[src/rtl/sound_frame_sequencer.sv]
// sound_frame_sequencer
// 512 Hz APU frame-sequencer timebase with length/sweep/envelope strobes,
// plus the four channel length counters and the NR52[3:0] channel status.
// Everything visible on the ports comes straight from a register.

module sound_frame_sequencer #(
  parameter int CLK_DIV = 8192
) (
  input  logic       iClock,
  input  logic       iReset,
  input  logic       iMasterEnable,
  input  logic [3:0] iTrigger,
  input  logic [3:0] iLengthEnable,
  input  logic [3:0] iLengthWr,
  input  logic [7:0] iLengthData,
  input  logic [3:0] iChannelKill,
  output logic [2:0] oStep,
  output logic       oLengthTick,
  output logic       oSweepTick,
  output logic       oEnvelopeTick,
  output logic [3:0] oChannelOn
);

  localparam int PRE_W = (CLK_DIV > 1) ? $clog2(CLK_DIV) : 1;
  localparam logic [PRE_W-1:0] PRE_LAST = PRE_W'(CLK_DIV - 1);

  logic [PRE_W-1:0] prescale_q, prescale_d;
  logic [2:0]       step_q, step_d;
  logic             lengthTick_q, lengthTick_d;
  logic             sweepTick_q, sweepTick_d;
  logic             envTick_q, envTick_d;
  logic [3:0]       chOn_q, chOn_d;

  // Prescaler and step counter; strobes are decoded from the step being entered
  always_comb begin
    prescale_d   = prescale_q;
    step_d       = step_q;
    lengthTick_d = 1'b0;
    sweepTick_d  = 1'b0;
    envTick_d    = 1'b0;
    if (!iMasterEnable) begin
      prescale_d = '0;
      step_d     = 3'd7;
    end else if (prescale_q == PRE_LAST) begin
      prescale_d   = '0;
      step_d       = step_q + 3'd1;
      lengthTick_d = ~step_d[0];
      sweepTick_d  = (step_d == 3'd2) || (step_d == 3'd6);
      envTick_d    = (step_d == 3'd7);
    end else begin
      prescale_d = prescale_q + PRE_W'(1);
    end
  end

  // Sequencer state register
  always_ff @(posedge iClock or posedge iReset) begin
    if (iReset) begin
      prescale_q   <= '0;
      step_q       <= 3'd7;
      lengthTick_q <= 1'b0;
      sweepTick_q  <= 1'b0;
      envTick_q    <= 1'b0;
    end else begin
      prescale_q   <= prescale_d;
      step_q       <= step_d;
      lengthTick_q <= lengthTick_d;
      sweepTick_q  <= sweepTick_d;
      envTick_q    <= envTick_d;
    end
  end

  // One length counter per channel; channel 3 (index 2) counts to 256, the rest to 64
  for (genvar n = 0; n < 4; n++) begin : gLen
    localparam int CW = (n == 2) ? 9 : 7;
    localparam logic [CW-1:0] LEN_MAX = (n == 2) ? CW'(256) : CW'(64);

    logic [CW-1:0] cnt_q, cnt_d;
    logic [CW-1:0] wrVal;
    logic          on_d;

    // Next counter value and on/off status: kill beats trigger beats write beats tick
    always_comb begin
      cnt_d = cnt_q;
      on_d  = chOn_q[n];
      wrVal = (n == 2) ? (LEN_MAX - CW'(iLengthData))
                       : (LEN_MAX - CW'(iLengthData[5:0]));
      if (!iMasterEnable) begin
        cnt_d = '0;
        on_d  = 1'b0;
      end else begin
        if (iTrigger[n]) begin
          on_d = 1'b1;
          if (iLengthWr[n]) begin
            cnt_d = (wrVal == '0) ? LEN_MAX : wrVal;
          end else if (cnt_q == '0) begin
            cnt_d = LEN_MAX;
          end
        end else if (iLengthWr[n]) begin
          cnt_d = wrVal;
        end else if (lengthTick_q && iLengthEnable[n] && (cnt_q != '0)) begin
          cnt_d = cnt_q - CW'(1);
          if (cnt_q == CW'(1)) begin
            on_d = 1'b0;
          end
        end
        if (iChannelKill[n]) begin
          on_d = 1'b0;
        end
      end
    end

    // Length counter register
    always_ff @(posedge iClock or posedge iReset) begin
      if (iReset) begin
        cnt_q <= '0;
      end else begin
        cnt_q <= cnt_d;
      end
    end

    assign chOn_d[n] = on_d;
  end

  // Channel status register (NR52[3:0])
  always_ff @(posedge iClock or posedge iReset) begin
    if (iReset) begin
      chOn_q <= 4'b0000;
    end else begin
      chOn_q <= chOn_d;
    end
  end

  assign oStep         = step_q;
  assign oLengthTick   = lengthTick_q;
  assign oSweepTick    = sweepTick_q;
  assign oEnvelopeTick = envTick_q;
  assign oChannelOn    = chOn_q;

endmodule

[config.mk]
export PLATFORM = sky130hd
export DESIGN_NAME = sound_frame_sequencer
export DESIGN_NICKNAME = d
export VERILOG_FILES = /design/src/rtl/sound_frame_sequencer.sv
export SDC_FILE = /design/constraint.sdc
export NUM_CORES = 1
export LEC_CHECK = 0
export ABC_AREA = 0
export CAP_MARGIN = 20
export CELL_PAD_IN_SITES_DETAIL_PLACEMENT = 0
export CELL_PAD_IN_SITES_GLOBAL_PLACEMENT = 2
export CORE_ASPECT_RATIO = 1.25
export CORE_UTILIZATION = 35
export CTS_BUF_LIST = sky130_fd_sc_hd__clkbuf_16
export CTS_CLUSTER_SIZE = 24
export DETAILED_ROUTE_END_ITERATION = 8
export PLACE_DENSITY_LB_ADDON = 0.1
export SLEW_MARGIN = 40
export SYNTH_ARGS = -nofsm -noshare
export SYNTH_HDL_FRONTEND = slang
export SYNTH_SLANG_ARGS = --single-unit
[constraint.sdc]
create_clock -name iClock -period 3.49 [get_ports iClock]
set_clock_uncertainty 0.2 [all_clocks]
set_input_delay 0.5235 -clock iClock [delete_from_list [all_inputs] [get_ports iClock]]
set_output_delay 0.5235 -clock iClock [all_outputs]
set_load 0.03 [all_outputs]
==> results.yml <==
setup_path:
  cp_max_fo: 7
  ff2ff_path_depth: 7
  r2r-end: "gLen[2].cnt_q[0]"
  end_kind: "flip-flop"
  cp_slowest_stage_delay_ns: 0.56
  critPathLaunchType: "primary input"
  worstPathRequired_ns: 3.48
  worstPathArrival_ns: 2.80
  r2r-start: "gLen[2].cnt_q[0]"
  setup.worst_path.class: "primary input to flip-flop"
  slowest_stage: "clkdlybuf4s50_1"
  rrSetupSlack_ns: 0.76
  crit_chain: "clkdlybuf4s50_1, inv_1, ha_1, nor2b_1, nand2_1, a211o_1, and3_1, o41ai_2"
cts:
  cts_resized: 0
  post-cts-setup-buffers: 0
  clockBufferDepth: 2
  cts.sinks: 53
  cts-root-buf: "clkbuf_16"
  numCtsBuffers: 5
  htree_levels: 2
  postCtsHoldBufs: 0
  cts_tree: "built"
  clock_latency_ns: 0.29
  clkSlewWorstSetupHoldPaths_ns: 0.07
logic_synthesis:
  synth_top_area_share_pct: 35.3
  yosysMostFrequentCell: "dfrtp_1"
  synthTopCellsByCount: "dfrtp_1, nand2_1, nor2_1"
  synth_edf_count: 0
  ys_types: 56
  synth-async-reset-ratio_pct: 100
  synth_area_leaders: "dfrtp_1, ha_1, nand2_1"
  synth_top_cell_by_area: "dfrtp_1"
  yosys_register_bits: 53
  syn_area_um2: 3540
  synth_nets: 444
  ys_seq_area_share_pct: 37.5
  yosys_warnings: 0
  ys.flop_type: "dfrtp_1"
  synth_cells: 401
  synth.avg_cell_area_um2: 8.83
sta:
  final.setup.worst_slack_ns: 0.684
  fmax_mhz: 356
  period_minus_slack_ns: 2.81
  tightest_slew_ns: 0.592
  hold_viol: 0
  rsz0062_at_grt: "no"
  final-setup-viol-count: 0
  hold-worst-slack_ns: 0.297
  period_share_pct: 80.4
  relSlewSlack_pct: 60.2
  setup_tns_ns: 0
  report.final.slew_viol_count: 0
floorplanning:
  fp.coreArea_um2: 9710
  num_rows: 40
  num_io_pins: 37
  dieArea_um2: 10500
  dieWidth_um: 92.0
  die_h_um: 114
  start_util_pct: 36.5
drt:
  wl_per_cell_um: 16.4
  wirelength_um: 9320
  drt_iter0_markers: 95
  vias: 3026
  viasPerCell: 5.33
  postRouteAntennaNets: 0
  route.detailed.drc: 0
  drt-pass1-iter-count: 4
cells_and_area:
  layout-drive-gt1-share_pct: 7.47
  fin_area_um2: 4260
  layout.nets: 484
  diodes: 0
  final_util_pct: 43.9
  syn_to_final_growth_pct: 20.2
power:
  netSwitchingPower_mw: 0.510
  power.leakage_nw: 1.80
  comb_power_share_pct: 24.7
  power_density_nw_per_um2: 398
  p_sw_share_pct: 30.1
  ir_drop_v: 0.000222
  internal-power_mw: 1.18
  power.share.sequential_pct: 42.0
  p_clk_share_pct: 33.4
hold_path:
  hold_end: "prescale_q[0]"
  whs_path_depth: 1
  hold_class: "flip-flop to flip-flop"
  hold_start: "prescale_q[0]"
global_route:
  grt_overflow: 0
  track_usage_pct: 19.1
  antenna_found_initial: 0
  grt_max_degree: 47
  grt_pass1_wl_um: 15800
  grt_pass1_vias: 3167
placed_design:
  gp_congestion: 0.765
  placed_cell_area_um2: 4090
  pre_cts_ws_ns: 0.423
  io_buffers: 36
  post-dp-hpwl_um: 6870
run:
  max_cap_violations: 0
status:
  status: "complete, no violations"
cell usage in the layout (no fill, tap or decap), types with 10 or more instances in the layout:
cell | netlist | final
dfrtp_1 | 50 | 50
nand2_1 | 45 | 45
clkdlybuf4s50_1 | 0 | 36
nor2_1 | 32 | 32
inv_1 | 22 | 21
o21ai_0 | 18 | 18
xnor2_1 | 16 | 16
ha_1 | 16 | 16
nor3_1 | 14 | 14
buf_4 | 0 | 14
xor2_1 | 13 | 13
nand3_1 | 12 | 12
a21oi_1 | 12 | 12
a22oi_1 | 11 | 11
nand2b_1 | 10 | 10
metal layers:
layer / routed length [um] / global-route usage [%] / vias to the layer above
met2: 4770 / 33.9 / 36
met4: 53 / 5.21 / 0
li1: - / - / 1520
met5: 0 / 0 / -
met3: 283 / 2.46 / 2
met1: 4200 / 24.2 / 1468
registers in the layout, summed over array words and instances (netlist names):
| name | flops |
|---|---|
| oSweepTick | 1 |
| prescale_q | 13 |
| oEnvelopeTick | 1 |
| oStep | 3 |
| oChannelOn | 4 |
| oLengthTick | 1 |
| gLen.cnt_q | 30 |
worst max path at each step:
stage	slack [ns]	startpoint	end	cells after the start
2_1_floorplan	1.08	gLen[2].cnt_q[0]	gLen[2].cnt_q[0]	8
3_3_place_gp	0.54	iLengthData[0]	gLen[2].cnt_q[8]	8
3_5_place_dp	0.42	iLengthData[0]	gLen[2].cnt_q[8]	8
4_1_cts	0.71	iLengthData[0]	gLen[2].cnt_q[8]	8
5_1_grt	0.48	iLengthData[0]	gLen[2].cnt_q[8]	8
6_report	0.68	iLengthData[0]	gLen[2].cnt_q[8]	8
area by class of cell:
| type | instances | area [um^2] |
|---|---|---|
| fillers | 987 | 5450 |
| multi-input cells | 309 | 2060 |
| flip-flops and latches | 53 | 1330 |
| repair buffers | 50 | 465 |
| well taps | 126 | 158 |
| clock buffers | 5 | 125 |
| inverters | 22 | 83.8 |
| clock inverters | 3 | 41.3 |
kinds of logic (layout without fill, tap and decap cells):
kind of cell	Yosys count	count (layout)	share of synthesized area, %
AND/OR/NAND/NOR	172	172	26.0
AO/OA/AOI/OAI	81	81	16.0
flip-flops	53	53	37.5
buffers and inverters	39	80	4.42
XOR/XNOR	29	29	7.17
adder cells (fa/ha/maj)	16	16	5.65
multiplexers	11	11	3.29
power groups by stage:
| stage | Combinational (mW) | Clock, mW | Sequential [mW] |
|---|---|---|---|
| global route | 0.473 | 0.595 | 0.719 |
| global placement | 0.420 | 0 | 0.722 |
| detailed placement | 0.418 | 0 | 0.723 |
| finish | 0.418 | 0.565 | 0.711 |
| floorplan | 0.292 | 0 | 0.713 |
| CTS | 0.422 | 0.583 | 0.711 |
per-stage QoR:
stage	instances	total power [mW]
4_1_cts	568	1.72
3_3_place_gp	560	1.14
5_1_grt	568	1.79
2_1_floorplan	401	1.01
6_report	568	1.69
3_5_place_dp	560	1.14
critical path: cells and delay by family:
| family | cells | cell delay, ns |
|---|---|---|
| adder cells (fa/ha/maj) | 1 | 0.23 |
| buffers and inverters | 2 | 0.70 |
| AO/OA/AOI/OAI | 2 | 0.62 |
| AND/OR/NAND/NOR | 3 | 0.73 |
Note: power is estimated with default switching activity, not from simulation.
